**src/rtl/eig_sched.sv**
```systemverilog
// Round-robin scheduler sharing one eig_core between N_CH requesters, with a
// watchdog that aborts core runs that never signal completion.
module eig_sched #(
    parameter int N_CH        = 4,
    parameter int TIMEOUT_CYC = 256,
    parameter int CNT_W       = 8
) (
    input  logic                     clk,
    input  logic                     rst_n,
    input  logic                     ena,
    input  logic [N_CH-1:0]          req_valid,
    input  logic [N_CH*32-1:0]       req_a0,
    input  logic [N_CH*32-1:0]       req_a1,
    output logic [N_CH-1:0]          req_ready,
    output logic                     core_start,
    output logic [31:0]              core_a0,
    output logic [31:0]              core_a1,
    input  logic                     core_done,
    input  logic [31:0]              core_kappa,
    input  logic [31:0]              core_inv_kappa,
    input  logic [2:0]               core_regime,
    output logic                     res_valid,
    input  logic                     res_ready,
    output logic [$clog2(N_CH)-1:0]  res_ch,
    output logic [31:0]              res_kappa,
    output logic [31:0]              res_inv_kappa,
    output logic [2:0]               res_regime,
    output logic                     res_timeout,
    output logic [CNT_W-1:0]         timeout_cnt,
    output logic [1:0]               state_dbg
);

    localparam int PTR_W = $clog2(N_CH);
    localparam int TMR_W = $clog2(TIMEOUT_CYC);
    localparam logic [TMR_W-1:0] TMR_LAST = TMR_W'(TIMEOUT_CYC - 1);

    typedef enum logic [1:0] {
        S_IDLE   = 2'd0,
        S_LAUNCH = 2'd1,
        S_WAIT   = 2'd2,
        S_OUT    = 2'd3
    } state_t;

    state_t             state_q, state_d;
    logic [PTR_W-1:0]   rr_ptr_q, rr_ptr_d;
    logic [TMR_W-1:0]   timer_q, timer_d;
    logic [31:0]        core_a0_q, core_a0_d;
    logic [31:0]        core_a1_q, core_a1_d;
    logic               res_valid_q, res_valid_d;
    logic [PTR_W-1:0]   res_ch_q, res_ch_d;
    logic [31:0]        res_kappa_q, res_kappa_d;
    logic [31:0]        res_inv_kappa_q, res_inv_kappa_d;
    logic [2:0]         res_regime_q, res_regime_d;
    logic               res_timeout_q, res_timeout_d;
    logic [CNT_W-1:0]   timeout_cnt_q, timeout_cnt_d;

    logic               grant_found;
    logic [PTR_W-1:0]   grant_idx;
    logic [PTR_W-1:0]   cand_idx;
    int                 cand;

    // Scanning downward lets the lowest offset from rr_ptr win without a break.
    always_comb begin
        grant_found = 1'b0;
        grant_idx   = '0;
        cand        = 0;
        cand_idx    = '0;
        for (int i = N_CH - 1; i >= 0; i--) begin
            cand = int'(rr_ptr_q) + i;
            if (cand >= N_CH) cand = cand - N_CH;
            cand_idx = PTR_W'(cand);
            if (req_valid[cand_idx]) begin
                grant_found = 1'b1;
                grant_idx   = cand_idx;
            end
        end
    end

    // valid/ready: a request moves in the cycle req_valid[i] && req_ready[i];
    // a result moves in the cycle res_valid && res_ready && ena.
    assign req_ready  = (rst_n && ena && state_q == S_IDLE && grant_found)
                        ? (N_CH'(1) << grant_idx) : '0;
    assign core_start = ena && (state_q == S_LAUNCH);

    always_comb begin
        state_d         = state_q;
        rr_ptr_d        = rr_ptr_q;
        timer_d         = timer_q;
        core_a0_d       = core_a0_q;
        core_a1_d       = core_a1_q;
        res_valid_d     = res_valid_q;
        res_ch_d        = res_ch_q;
        res_kappa_d     = res_kappa_q;
        res_inv_kappa_d = res_inv_kappa_q;
        res_regime_d    = res_regime_q;
        res_timeout_d   = res_timeout_q;
        timeout_cnt_d   = timeout_cnt_q;
        if (ena) begin
            case (state_q)
                S_IDLE: begin
                    if (grant_found) begin
                        core_a0_d = req_a0[{grant_idx, 5'b0} +: 32];
                        core_a1_d = req_a1[{grant_idx, 5'b0} +: 32];
                        res_ch_d  = grant_idx;
                        rr_ptr_d  = (grant_idx == PTR_W'(N_CH - 1))
                                    ? '0 : grant_idx + PTR_W'(1);
                        state_d   = S_LAUNCH;
                    end
                end
                S_LAUNCH: begin
                    timer_d = '0;
                    state_d = S_WAIT;
                end
                S_WAIT: begin
                    // A completion on the expiry cycle still counts as a real result.
                    if (core_done) begin
                        res_kappa_d     = core_kappa;
                        res_inv_kappa_d = core_inv_kappa;
                        res_regime_d    = core_regime;
                        res_timeout_d   = 1'b0;
                        res_valid_d     = 1'b1;
                        state_d         = S_OUT;
                    end else if (timer_q == TMR_LAST) begin
                        res_kappa_d     = '0;
                        res_inv_kappa_d = '0;
                        res_regime_d    = '0;
                        res_timeout_d   = 1'b1;
                        res_valid_d     = 1'b1;
                        if (timeout_cnt_q != '1) timeout_cnt_d = timeout_cnt_q + CNT_W'(1);
                        state_d         = S_OUT;
                    end else begin
                        timer_d = timer_q + TMR_W'(1);
                    end
                end
                S_OUT: begin
                    if (res_ready) begin
                        res_valid_d = 1'b0;
                        state_d     = S_IDLE;
                    end
                end
                default: state_d = S_IDLE;
            endcase
        end
    end

    always_ff @(posedge clk or negedge rst_n) begin
        if (!rst_n) begin
            state_q         <= S_IDLE;
            rr_ptr_q        <= '0;
            timer_q         <= '0;
            core_a0_q       <= '0;
            core_a1_q       <= '0;
            res_valid_q     <= 1'b0;
            res_ch_q        <= '0;
            res_kappa_q     <= '0;
            res_inv_kappa_q <= '0;
            res_regime_q    <= '0;
            res_timeout_q   <= 1'b0;
            timeout_cnt_q   <= '0;
        end else begin
            state_q         <= state_d;
            rr_ptr_q        <= rr_ptr_d;
            timer_q         <= timer_d;
            core_a0_q       <= core_a0_d;
            core_a1_q       <= core_a1_d;
            res_valid_q     <= res_valid_d;
            res_ch_q        <= res_ch_d;
            res_kappa_q     <= res_kappa_d;
            res_inv_kappa_q <= res_inv_kappa_d;
            res_regime_q    <= res_regime_d;
            res_timeout_q   <= res_timeout_d;
            timeout_cnt_q   <= timeout_cnt_d;
        end
    end

    assign core_a0       = core_a0_q;
    assign core_a1       = core_a1_q;
    assign res_valid     = res_valid_q;
    assign res_ch        = res_ch_q;
    assign res_kappa     = res_kappa_q;
    assign res_inv_kappa = res_inv_kappa_q;
    assign res_regime    = res_regime_q;
    assign res_timeout   = res_timeout_q;
    assign timeout_cnt   = timeout_cnt_q;
    assign state_dbg     = state_q;

endmodule
```
**config.mk**
```make
export PLATFORM = sky130hd
export DESIGN_NAME = eig_sched
export DESIGN_NICKNAME = d
export VERILOG_FILES = /design/src/rtl/eig_sched.sv
export SDC_FILE = /design/constraint.sdc
export NUM_CORES = 1
export LEC_CHECK = 0
export ABC_AREA = 1
export CAP_MARGIN = 20
export CORE_AREA = 4 4 185 187
export DETAILED_ROUTE_END_ITERATION = 8
export DIE_AREA = 0 0 189 191
export GPL_TIMING_DRIVEN = 0
export MAX_ROUTING_LAYER = met4
export PLACE_DENSITY = 0.66
export SYNTH_ARGS = -nofsm -noshare
export SYNTH_HDL_FRONTEND = slang
export SYNTH_SLANG_ARGS = --single-unit
```
**constraint.sdc**
```tcl
create_clock -name clk -period 1.9 [get_ports clk]
set_input_delay 0.285 -clock clk [delete_from_list [all_inputs] [get_ports clk]]
set_output_delay 0.285 -clock clk [all_outputs]
set_load 0.01 [all_outputs]
```
======== After elaboration in Yosys (flattened, before gate mapping) ========
Index checks and enable logic that the tools add are counted.
storage, ports and cells
  input port bits ......................... 332
  bits in registers ....................... 155
operators by class
  multiplexer cells ....................... 40
  equal/unequal tests ..................... 11
  reductions and logical operators ........ 14
  bitwise gates (word level) .............. 1
  shift operators ......................... 3
  add/sub/neg operators ................... 10
  order comparisons ....................... 8
operator list
  kind                 number
  $shiftx 128x8->32    2
  $mux 32              3
  $mux 2               13
  $add 8x1->8 const B  2
  $mux 8               2
  $pmux 8 s2           1
  $lt 2x3->1 const B   4
  $mux 1               12
  $reduce_and 4->1     3
  $ge 3x3->1 const B   3
  $bmux 1 s2           4
  $eq 8x8->1 const B   1
  $ne 2x2->1 const B   4
  $ne 8x8->1 const B   1
  $pmux 2 s4           1
  $sub 2x1->2 const B  4
  $add 2x2->3 const B  2
  $eq 2x2->1 const B   3
  $mux 3               2
  $reduce_and 3->1     2
  $reduce_bool 2->1    3
  $reduce_and 5->1     1
  $logic_and 1x1->1    4
  $mux 4               1
  9 further kinds      9

======== Longest topological paths before layout ========
  depth in word-level cells ............... 11
  mapped depth ............................ 15
  mapped depth without buffers ............ 13

======== Least setup slack after synthesis ========
OpenSTA, ideal clock, no wires.
  path type ............................... reg-to-output
  from .................................... register rr_ptr_q[0]
  to ...................................... output req_ready[2]
  data arrival time ....................... 1.751 ns
  setup slack ............................. -0.136 ns
  required time ........................... 1.615 ns
  stages on the path, launching flop included .. 14
  cell sequence ........................... dfrtp_1 buf_6 xnor2_1 nand2_1 nand3_2 nand2_1 nand2_2 nand2_4 buf_6 buf_4 inv_2 ha_1 inv_1 nor2_1
between the ends
  longest elaborated chain between the ends .. 11
  elaborated cells between the ends (all ways) .. 34
  classes of those cells .................. 7 x add/sub; 4 x order compare; 1 x shift; 21 x mux; 1 x reduce/logical
RTL lines
  item                                                     RTL line  text
  start, declared                                          45        logic [PTR_W-1:0] rr_ptr_q, rr_ptr_d;
  start signal, assigned                                   162       rr_ptr_q <= rr_ptr_d;
  $add 2x2->3                                              69        cand = int'(rr_ptr_q) + i;
  $ge 3x3->1 / $sub 2x1->2 (equally long branches)         70        if (cand >= N_CH) cand = cand - N_CH;
  $mux 2                                                   70
  $bmux 1 s2                                               72        if (req_valid[cand_idx]) begin
  $mux 1 (implied by the code)                             72
  $mux 2 / $mux 1 (equally long branches) (4 in series)    72
  $shl 1x2->4 / $logic_and 1x1->1 (equally long branches)  82, 81
  $mux 4 *                                                 82        ? (N_CH'(1) << grant_idx) : '0;
  end, declared                                            14        output logic [N_CH-1:0] req_ready,
Mark *: on every way between the ends. The rest lies on a longest branch, timed or not. The select of a mux whose other input is x is not followed.

======== Worst setup path in the final report ========
Same ends and word-level chain as after synthesis.

==> run summary <==
Status -> complete, but fails checks
Failing checks -> negative hold slack, negative setup slack
Post-synth top cells -> nand2_1, inv_1, nand3_1, dfrtp_1, o21ai_0
Synth Register Bits -> 155
Ratio of cells with drive above 1 in the final layout -> 19.0%
CP top delay family -> buffers and inverters
Die Ht -> 191 µm
Grt ovf -> 0
Crit Path Category -> register to output port
Slew Viols, Final -> 0
Post-layout util -> 52.7%
Nets -> 2235
Placer Congestion -> 0.956
Clock slew at the register clock pins of the worst setup and hold paths -> 70 ps
Overall routing resource usage -> 23.0%
Share of the yosys chip area belonging to registers -> 42.3%
Most numerous cell in the Yosys netlist -> nand2_1
Placement row count -> 66
TritonCTS sink count -> 155
Synthesized netlist cell count -> 1335
Sum of buffers and inverters on the critical path -> 6
PwrDens -> 1530 nW/µm²
Routed Antenna Nets -> 0
Async SR Flop Fraction -> 100%
CTS tree -> built
Final hold violations -> 69
Post-Syn Area per Cell -> 6.87 µm²
Drt pass-1 iters -> 5
CP cell instances -> buf_12 -> xnor2_4 -> nand2_2 -> nand3_4 -> nand2_2 -> nand2_2 -> nand2_4 -> buf_12 -> buf_12 -> inv_8 -> ha_4 -> inv_2 -> nor2_2 -> buf_6
I/O Pins -> 482
Die Wd -> 189 µm
Period minus WS final -> 2560 ps
Clock root cell -> clkbuf_16
VDD IR-drop max -> 0.757 mV
Fmax achieved -> 0.390 GHz
Hold Path Class -> input pin to async pin
Core area -> 32500 µm²
Post-synth EDFFs -> 0
HPWL Detailed -> 32300 µm
Max-cap violations -> 0
Required time of the critical path -> 1620 ps
Leak -> 8.30 nW
RSZ-0062 raised after global routing -> yes
Number of buffers created by CTS -> 17
Worst-skew pair later-pin latency -> 420 ps
Starting Density -> 28.3%
Most common flop cell mapped by yosys -> dfrtp_1
CP arrival -> 2280 ps
YS warnings -> 0
Fin crit share -> 135%
Worst Path Max Fanout -> 8
Element type at the critical path start -> register
Synth cell types -> 33
Vias in the first global route -> 10700
Antenna violations before repair -> 2
WL final -> 43300 µm
Post-Syn Area -> 9170 µm²
Storage element area -> 3880 µm²
Fillcell total -> 3088
Mapped Nets -> 1675
Max incr delay on CP -> 460 ps
# port buffers -> 480
Residual DRC -> 0
Final WS setup -> -662 ps
H-tree depth -> 4
Worst Skew -> 8.94 ps
CP Capture Type -> output port
DRT iter0 DRCs -> 485
Post-synth top area share -> 42.3%
Ranking of synthesized cells by area -> dfrtp_1, nand2_1, nand3_1, inv_1, o21ai_0
Rel. slew slack -> 52.9%
Vias per cell -> 4.65
Via total after detailed routing -> 10900
Worst path slowest cell -> dfrtp_2
Multi-input gate area -> 4820 µm²
Largest area contributor in the netlist -> dfrtp_1
Wire per inst -> 18.4 µm
Die area -> 36100 µm²
Largest net degree at the start of global routing -> 87
# setup viols final -> 113
Synth-to-layout area growth -> 86.6%
CTS Buffer Depth -> 2
Tightest Pin Transition -> 707 ps
First-pass GRT wire length -> 62200 µm
Hold_ws -> -203 ps
-- final timing paths --
check                                   startpoint                        end  slack (ps)  depth (start not counted)
max in group asynchronous                    rst_n   state_dbg[1]$_DFFE_PN0P_        1230                          2
min in group clk                    core_kappa[23]  res_kappa[23]$_DFFE_PN0P_         410                          3
setup reg to reg           rr_ptr_q[0]$_DFFE_PN0P_    core_a0[13]$_DFFE_PN0P_        -420                         14
setup / recovery           rr_ptr_q[0]$_DFFE_PN0P_               req_ready[2]        -660                         14
hold reg to reg             core_a1[4]$_DFFE_PN0P_     core_a1[4]$_DFFE_PN0P_         480                          2
hold / removal                               rst_n    core_a0[12]$_DFFE_PN0P_        -200                          1
-- repair_timing --
action                     4_1_cts  5_1_grt
setup endpoints to repair      150      149
hold endpoints to repair        69       69
buffers inserted                20       29
cloned                           3       10
pin swaps                       26       41
gates resized for setup        180      294
-- power by group --
group,leakage (nW),switching (mW),internal (mW)
clock,0.252,1.52,1.73
combinational,6.06,8.71,8.70
sequential,1.99,0.910,4.58
-- kinds of logic (layout without fill, tap and decap cells) --
| logic type | after synthesis | after routing | share of synthesized area, % |
|---|---|---|---|
| xor gates and xnor gates | 9 | 9 | 0.859 |
| adders and majority gates | 8 | 8 | 1.09 |
| DFF | 155 | 155 | 42.3 |
| AOI/OAI and AO/OA | 117 | 117 | 7.48 |
| muxes | 1 | 1 | 0.123 |
| other | 0 | 2 | 0 |
| buffers and inverters | 298 | 871 | 13.3 |
| and+or+nand+nor | 747 | 747 | 34.9 |
-- layout by cell type (no fill, tap or decap), drive strengths merged, types with 2 or more instances in the layout --
| cell | synthesis | final |
|---|---|---|
| buf | 53 | 115 |
| nand3 | 209 | 209 |
| nor2 | 27 | 27 |
| nor3 | 6 | 6 |
| clkinvlp | 0 | 4 |
| o21ai | 74 | 74 |
| clkdlybuf4s50 | 0 | 474 |
| nand2 | 469 | 469 |
| or2 | 33 | 33 |
| a21oi | 8 | 8 |
| diode | 0 | 2 |
| o211ai | 32 | 32 |
| xor2 | 5 | 5 |
| xnor2 | 4 | 4 |
| clkbuf | 28 | 51 |
| dfrtp | 155 | 155 |
| inv | 217 | 220 |
| bufbuf | 0 | 3 |
| ha | 8 | 8 |
| clkinv | 0 | 4 |
-- through the flow --
stage	setup TNS [ps]	total power [mW]	cells	area [µm²]	setup WS [ps]
after floorplan	-62.0	12.3	1335	9210	-62.0
after global placement	-1092040	18.2	2257	14600	-6820
after detailed placement	-82050	18.3	2258	14600	-1520
after CTS	-20520	24.4	2312	15900	-671
after global routing	-37280	27.9	2352	17100	-788
final	-22540	26.1	2352	17100	-662
-- state kept, by name, summed over array words and instances (netlist names) --
register	count
res_valid	1
timeout_cnt	8
state_dbg	2
core_a0	32
res_inv_kappa	32
res_kappa	32
res_regime	3
res_timeout	1
rr_ptr_q	2
timer_q	8
core_a1	32
res_ch	2
-- worst register-to-register path, delay by kind of cell, from the launching register on --
| family | cells | cell delay (ps) |
|---|---|---|
| buffers and inverters | 5 | 730 |
| xor gates and xnor gates | 1 | 170 |
| DFF | 1 | 460 |
| and+or+nand+nor | 8 | 820 |
-- per-layer routing --
layer  GRT usage, %  routed length [µm]  vias up
li1               -                   -     5262
met1           27.3               17400     5140
met2           38.4               21100      462
met3           6.50                3560       65
met4           6.17                1220        0
met5              -                   0        -
-- cell type report --
class	count	area share, %
repair buffers	543	32.7
multi-input cells	882	28.2
flip-flops and latches	155	22.7
plain buffers	79	5.10
inverters	217	4.88
well taps	442	3.23
clock buffers	21	2.63
clock inverters	11	0.526
diodes	2	0.0292
Power figures use the tool's default switching activity.
